<file path="src/rtl/maj_net_eval.sv">
// maj_net_eval: programmable 3-input majority network, one node per clock, single vector or full truth-table sweep
module maj_net_eval #(
    parameter int N_IN    = 7,
    parameter int N_NODES = 8,
    parameter int SEL_W   = $clog2(N_IN + N_NODES + 1),
    parameter int AW      = (N_NODES > 1) ? $clog2(N_NODES) : 1
) (
    input  logic                   clk,
    input  logic                   rst_n,
    input  logic                   cfg_we,
    input  logic [AW-1:0]          cfg_addr,
    input  logic [3*(SEL_W+1)-1:0] cfg_data,
    input  logic                   cfg_last,
    input  logic                   in_valid,
    output logic                   in_ready,
    input  logic                   in_sweep,
    input  logic [N_IN-1:0]        in_x,
    output logic                   out_valid,
    input  logic                   out_ready,
    output logic                   out,
    output logic [N_IN-1:0]        out_idx,
    output logic                   out_last
);
    localparam int OW = SEL_W + 1;
    localparam int CW = 3 * OW;
    localparam int PW = 2 ** SEL_W;
    typedef enum logic [1:0] {IDLE, EVAL, HOLD} state_t;
    state_t            r_state, w_next;
    logic [CW-1:0]     r_table [N_NODES];
    logic [AW-1:0]     r_last_idx, r_ptr;
    logic [N_IN-1:0]   r_x;
    logic [N_NODES-1:0] r_nodes;
    logic              r_sweep, r_out;
    logic [PW-1:0]     w_pool;
    logic [CW-1:0]     w_ent;
    logic [2:0]        w_op;
    logic              w_val, w_start, w_done, w_acc, w_more, w_wr;
    // operand pool: bit 0 is constant 0, then inputs, then nodes; out-of-range selects read the zero padding
    assign w_pool = PW'({r_nodes, r_x, 1'b0});
    assign w_ent  = r_table[r_ptr];
    for (genvar i = 0; i < 3; i++) begin : g_op
        assign w_op[i] = w_pool[w_ent[i*OW +: SEL_W]] ^ w_ent[i*OW + SEL_W];
    end
    assign w_val     = (w_op[0] & w_op[1]) | (w_op[0] & w_op[2]) | (w_op[1] & w_op[2]);
    assign in_ready  = r_state == IDLE;
    assign out_valid = r_state == HOLD;
    assign w_start   = in_valid && in_ready;
    assign w_done    = r_state == EVAL && r_ptr == r_last_idx;
    assign w_acc     = out_valid && out_ready;
    assign w_more    = r_sweep && !(&r_x);
    assign w_wr      = cfg_we && in_ready && (int'(cfg_addr) < N_NODES);
    assign out       = r_out;
    assign out_idx   = r_x;
    assign out_last  = out_valid && (!r_sweep || &r_x);
    always_comb begin
        w_next = r_state;
        if (w_start) w_next = EVAL;
        else if (w_done) w_next = HOLD;
        else if (w_acc) w_next = w_more ? EVAL : IDLE;
    end
    always_ff @(posedge clk or negedge rst_n) begin
        if (!rst_n) r_state <= IDLE;
        else r_state <= w_next;
    end
    always_ff @(posedge clk or negedge rst_n) begin
        if (!rst_n) begin
            for (int k = 0; k < N_NODES; k++) r_table[k] <= '0;
            r_last_idx <= '0;
            r_ptr      <= '0;
            r_x        <= '0;
            r_nodes    <= '0;
            r_sweep    <= 1'b0;
            r_out      <= 1'b0;
        end else begin
            if (w_wr) begin
                r_table[cfg_addr] <= cfg_data;
                if (cfg_last) r_last_idx <= cfg_addr;
            end
            if (w_start) begin
                r_x     <= in_sweep ? '0 : in_x;
                r_sweep <= in_sweep;
                r_ptr   <= '0;
                r_nodes <= '0;
            end else if (r_state == EVAL) begin
                r_nodes[r_ptr] <= w_val;
                if (w_done) r_out <= w_val;
                else r_ptr <= r_ptr + AW'(1);
            end else if (w_acc && w_more) begin
                r_x     <= r_x + N_IN'(1);
                r_ptr   <= '0;
                r_nodes <= '0;
            end
        end
    end
endmodule

</file>
<file path="config.mk">
export PLATFORM = sky130hd
export DESIGN_NAME = maj_net_eval
export DESIGN_NICKNAME = d
export VERILOG_FILES = /design/src/rtl/maj_net_eval.sv
export SDC_FILE = /design/constraint.sdc
export NUM_CORES = 1
export LEC_CHECK = 0
export BUFFER_PORTS_ARGS = -buffer_cell sky130_fd_sc_hd__buf_2
export CAP_MARGIN = 20
export CORE_ASPECT_RATIO = 0.8
export CORE_MARGIN = 5
export CORE_UTILIZATION = 46
export DETAILED_ROUTE_END_ITERATION = 7
export PLACE_DENSITY_LB_ADDON = 0.2
export REMOVE_ABC_BUFFERS = 1
export SYNTH_ARGS = -nofsm -noshare
export SYNTH_HDL_FRONTEND = slang
export SYNTH_SLANG_ARGS = --single-unit
export TNS_END_PERCENT = 30
</file>
<file path="constraint.sdc">
create_clock -name clk -period 3.3 [get_ports clk]
set_input_delay 0.165 -clock clk [delete_from_list [all_inputs] [get_ports clk]]
set_output_delay 0.165 -clock clk [all_outputs]
set_load 0.02 [all_outputs]
</file>
==> impl_metrics.yaml <==
floorplan:
  die_w_um: 151
  rows: 41
  die-area_um2: 18600
  start_util: 0.467
  die_h_um: 123
  ios: 43
  core_area_um2: 15700
worst_setup_path:
  start_kind: "register"
  crit_type: "reg -> reg"
  arrival_ps: 3440
  crit_path_max_incr_delay_ps: 570
  worstSetupEndpointType: "register"
  critPathMaxFanout: 15
  cp_cell_sequence: "buf_4 > buf_4 > nand2_1 > o22ai_1 > a211oi_4 > mux2i_1 > a31oi_1 > a22oi_1 > xnor2_2 > a22oi_4 > o31ai_1"
  path_common_cell: "buf_4"
  crit_required_ps: 3620
  critical-path-slowest-cell: "dfrtp_4"
timing:
  finalCritPeriodShare: 0.946
  skew_ps: 9.09
  slew_violations: 0
  hold_viol_final: 0
  max_freq_mhz: 320
  finalWorstSetupSlack_ps: 180
  fin_tns_setup_ps: 0
  tightest_slew_ps: 1050
  setup_violations: 0
  relSlewSlack: 0.297
  min_period_ps: 3120
  rsz0062_at_grt: "false"
final_layout:
  area_delta_synth_final_pct: 14.0
  layout_common_cells: "142 x dfrtp_1, 135 x mux2_2, 41 x buf_2, 40 x mux2i_1, 34 x nand2_1"
  nFillCells: 1358
  final_net_count: 647
  utilization: 0.532
  n_antenna_cell: 0
  final_area_um2: 8350
  drive_gt1_frac: 0.405
  layout_commonest_cell: "dfrtp_1"
clocking:
  postCtsSetupRepairBufs: 0
  cts_buffers: 17
  cts_max_level: 4
  cts_tree: "yes"
  cts.clk_slew.worst_paths_ps: 60
  cts_root_buffer: "clkbuf_16"
  clock_tree.buffer_depth: 2
  insertion_delay_ps: 420
  cts.sinks: 145
routing:
  met2_length_mm: 8.31
  ant_nets: 0
  drc: 0
  dr_total_vias: 4854
  vias_per_cell: 5.79
  wl_per_cell_um: 21.2
  drt_first_pass_iters: 5
  dr.first_iter.drc_count: 348
  top_layer_used: "met4"
  wl_met3_um: 702
  routed_wl_mm: 17.8
  wirelength_met1_mm: 8.51
global_route:
  grt_max_degree: 103
  antenna_found_initial: 0
  grt_pass1_vias: 5058
  grt_pass1_wl_mm: 28.5
  grt_usage: 0.205
  gr-total-overflow: 0
pwr:
  total_power_mw: 8.97
  ir_drop_mv: 0.600
  p_leak_nw: 3.77
  p_per_area_nw_per_um2: 1070
synth:
  ys_async_sr_fraction: 1.00
  yosysUniqueCellTypes: 55
  ys_ff_latch: 145
  postSynthCellCount: 562
  syn_area_um2: 7330
  synth-edff-count: 0
  synth_ff_type: "dfrtp_1"
  syn_avg_cell_area_um2: 13.0
  yosys_warnings: 0
  synth_seq_area_share: 0.495
place:
  dp_hpwl_mm: 11.9
  pre_cts_slack_ps: 48.2
  place.gp.congestion: 0.904
  port_buffers: 42
  placed_cell_area_um2: 7780
run:
  maxCapViolCount: 0
worst_hold_path:
  hp-class: "in -> reg"
outcome:
  status: "finished, final reports clean"
==> registers in the layout, summed over array words and instances, names as in the netlist <==
| signal | count |
|---|---|
| r_table | 120 |
| r_nodes | 8 |
| out_idx | 7 |
| r_last_idx | 3 |
| r_ptr | 3 |
| r_state | 2 |
| out | 1 |
| r_sweep | 1 |
==> final timing paths <==
kind                                      start                        to  slack [ps]  depth (start not counted)
min reg2reg                 r_sweep$_DFFE_PN0P_       r_sweep$_DFFE_PN0P_         490                          2
max reg2reg                r_ptr[0]$_DFFE_PN0P_    r_nodes[5]$_DFFE_PN0P_         180                         11
max in group asynchronous                 rst_n   r_table[64]$_DFFE_PN0P_        1920                          3
max                        r_ptr[0]$_DFFE_PN0P_    r_nodes[5]$_DFFE_PN0P_         180                         11
min                                     in_x[2]    out_idx[2]$_DFFE_PN0P_          30                          3
min in group asynchronous                 rst_n  r_table[114]$_DFFE_PN0P_         440                          2
==> synthesized netlist by cell type, types with 2 or more instances <==
master / number / area, µm²
xnor2_1: 5 / 43.8
o211ai_1: 2 / 15.0
nor2b_1: 9 / 56.3
mux2_2: 135 / 1520
inv_1: 8 / 30.0
o21ai_0: 15 / 75.1
clkbuf_1: 13 / 48.8
buf_6: 5 / 56.3
nor3_1: 6 / 30.0
o221ai_1: 2 / 17.5
o21a_1: 2 / 15.0
o22ai_1: 9 / 56.3
nand2_1: 34 / 128
ha_1: 2 / 25.0
mux2i_4: 3 / 67.6
buf_2: 6 / 30.0
nor3b_1: 2 / 15.0
mux4_2: 16 / 360
nand2b_1: 6 / 37.5
buf_4: 2 / 15.0
o31ai_2: 2 / 25.0
nor2_1: 14 / 52.6
a32oi_1: 2 / 17.5
and3_1: 5 / 31.3
nand3_1: 21 / 105
a21oi_1: 10 / 50.1
o22a_1: 2 / 17.5
dfrtp_1: 145 / 3630
a21o_1: 2 / 15.0
nand3b_1: 3 / 22.5
a31oi_1: 3 / 18.8
o31ai_1: 7 / 52.6
and2_1: 3 / 18.8
mux2i_1: 40 / 400
==> stage by stage <==
stage	cells	hold slack (ps)
after floorplan	534	-131
after global routing	839	31.5
after detailed placement	806	343
after CTS	839	5.52
after global placement	806	335
final	839	32.8
==> critical path, delay by kind of cell, from the launching register on <==
family | cells | cell delay [ps]
buffers and inverters | 2 | 410
AND/OR/NAND/NOR | 1 | 100
flip-flops | 1 | 570
AO/OA/AOI/OAI | 6 | 1440
multiplexers | 1 | 270
XOR/XNOR | 1 | 220
==> cell families after synthesis <==
kind of cell,after synthesis,share of synthesized area
muxes,194,0.321
DFF,145,0.495
and+or+nand+nor,106,0.0710
AOI/OAI and AO/OA,72,0.0733
buffers and inverters,37,0.0283
xor gates and xnor gates,6,0.00820
adders and majority gates,2,0.00341
==> routing by layer <==
| layer | global-route usage | vias up |
|---|---|---|
| li1 | - | 2188 |
| met1 | 0.294 | 2547 |
| met2 | 0.313 | 100 |
| met3 | 0.0461 | 19 |
| met4 | 0.0634 | 0 |
| met5 | 0 | - |
==> repair_timing <==
| item | 4_1_cts | 5_1_grt |
|---|---|---|
| gates resized for setup | 0 | 6 |
| endpoints found under the setup margin | 0 | 9 |
| hold buffers | 3 | 0 |
| hold endpoints to repair | 102 | 0 |
==> layout make-up <==
| type | instances | area [µm²] | share of cell area |
|---|---|---|---|
| clock buffer | 24 | 462 | 0.0553 |
| clock inverter | 6 | 60.1 | 0.00719 |
| tap | 215 | 269 | 0.0322 |
| inverter | 9 | 33.8 | 0.00404 |
| timing repair buffer | 60 | 384 | 0.0460 |
| sequential | 145 | 3630 | 0.435 |
| multi-input combinational | 380 | 3510 | 0.420 |
==> power by group <==
group          internal [mW]  total [mW]  switching [mW]
Clock                   1.04        1.75           0.703
Sequential              2.59        3.17           0.584
Combinational           1.99        4.06            2.07
Total                   5.62        8.97            3.36
Power figures use the tool's default switching activity.
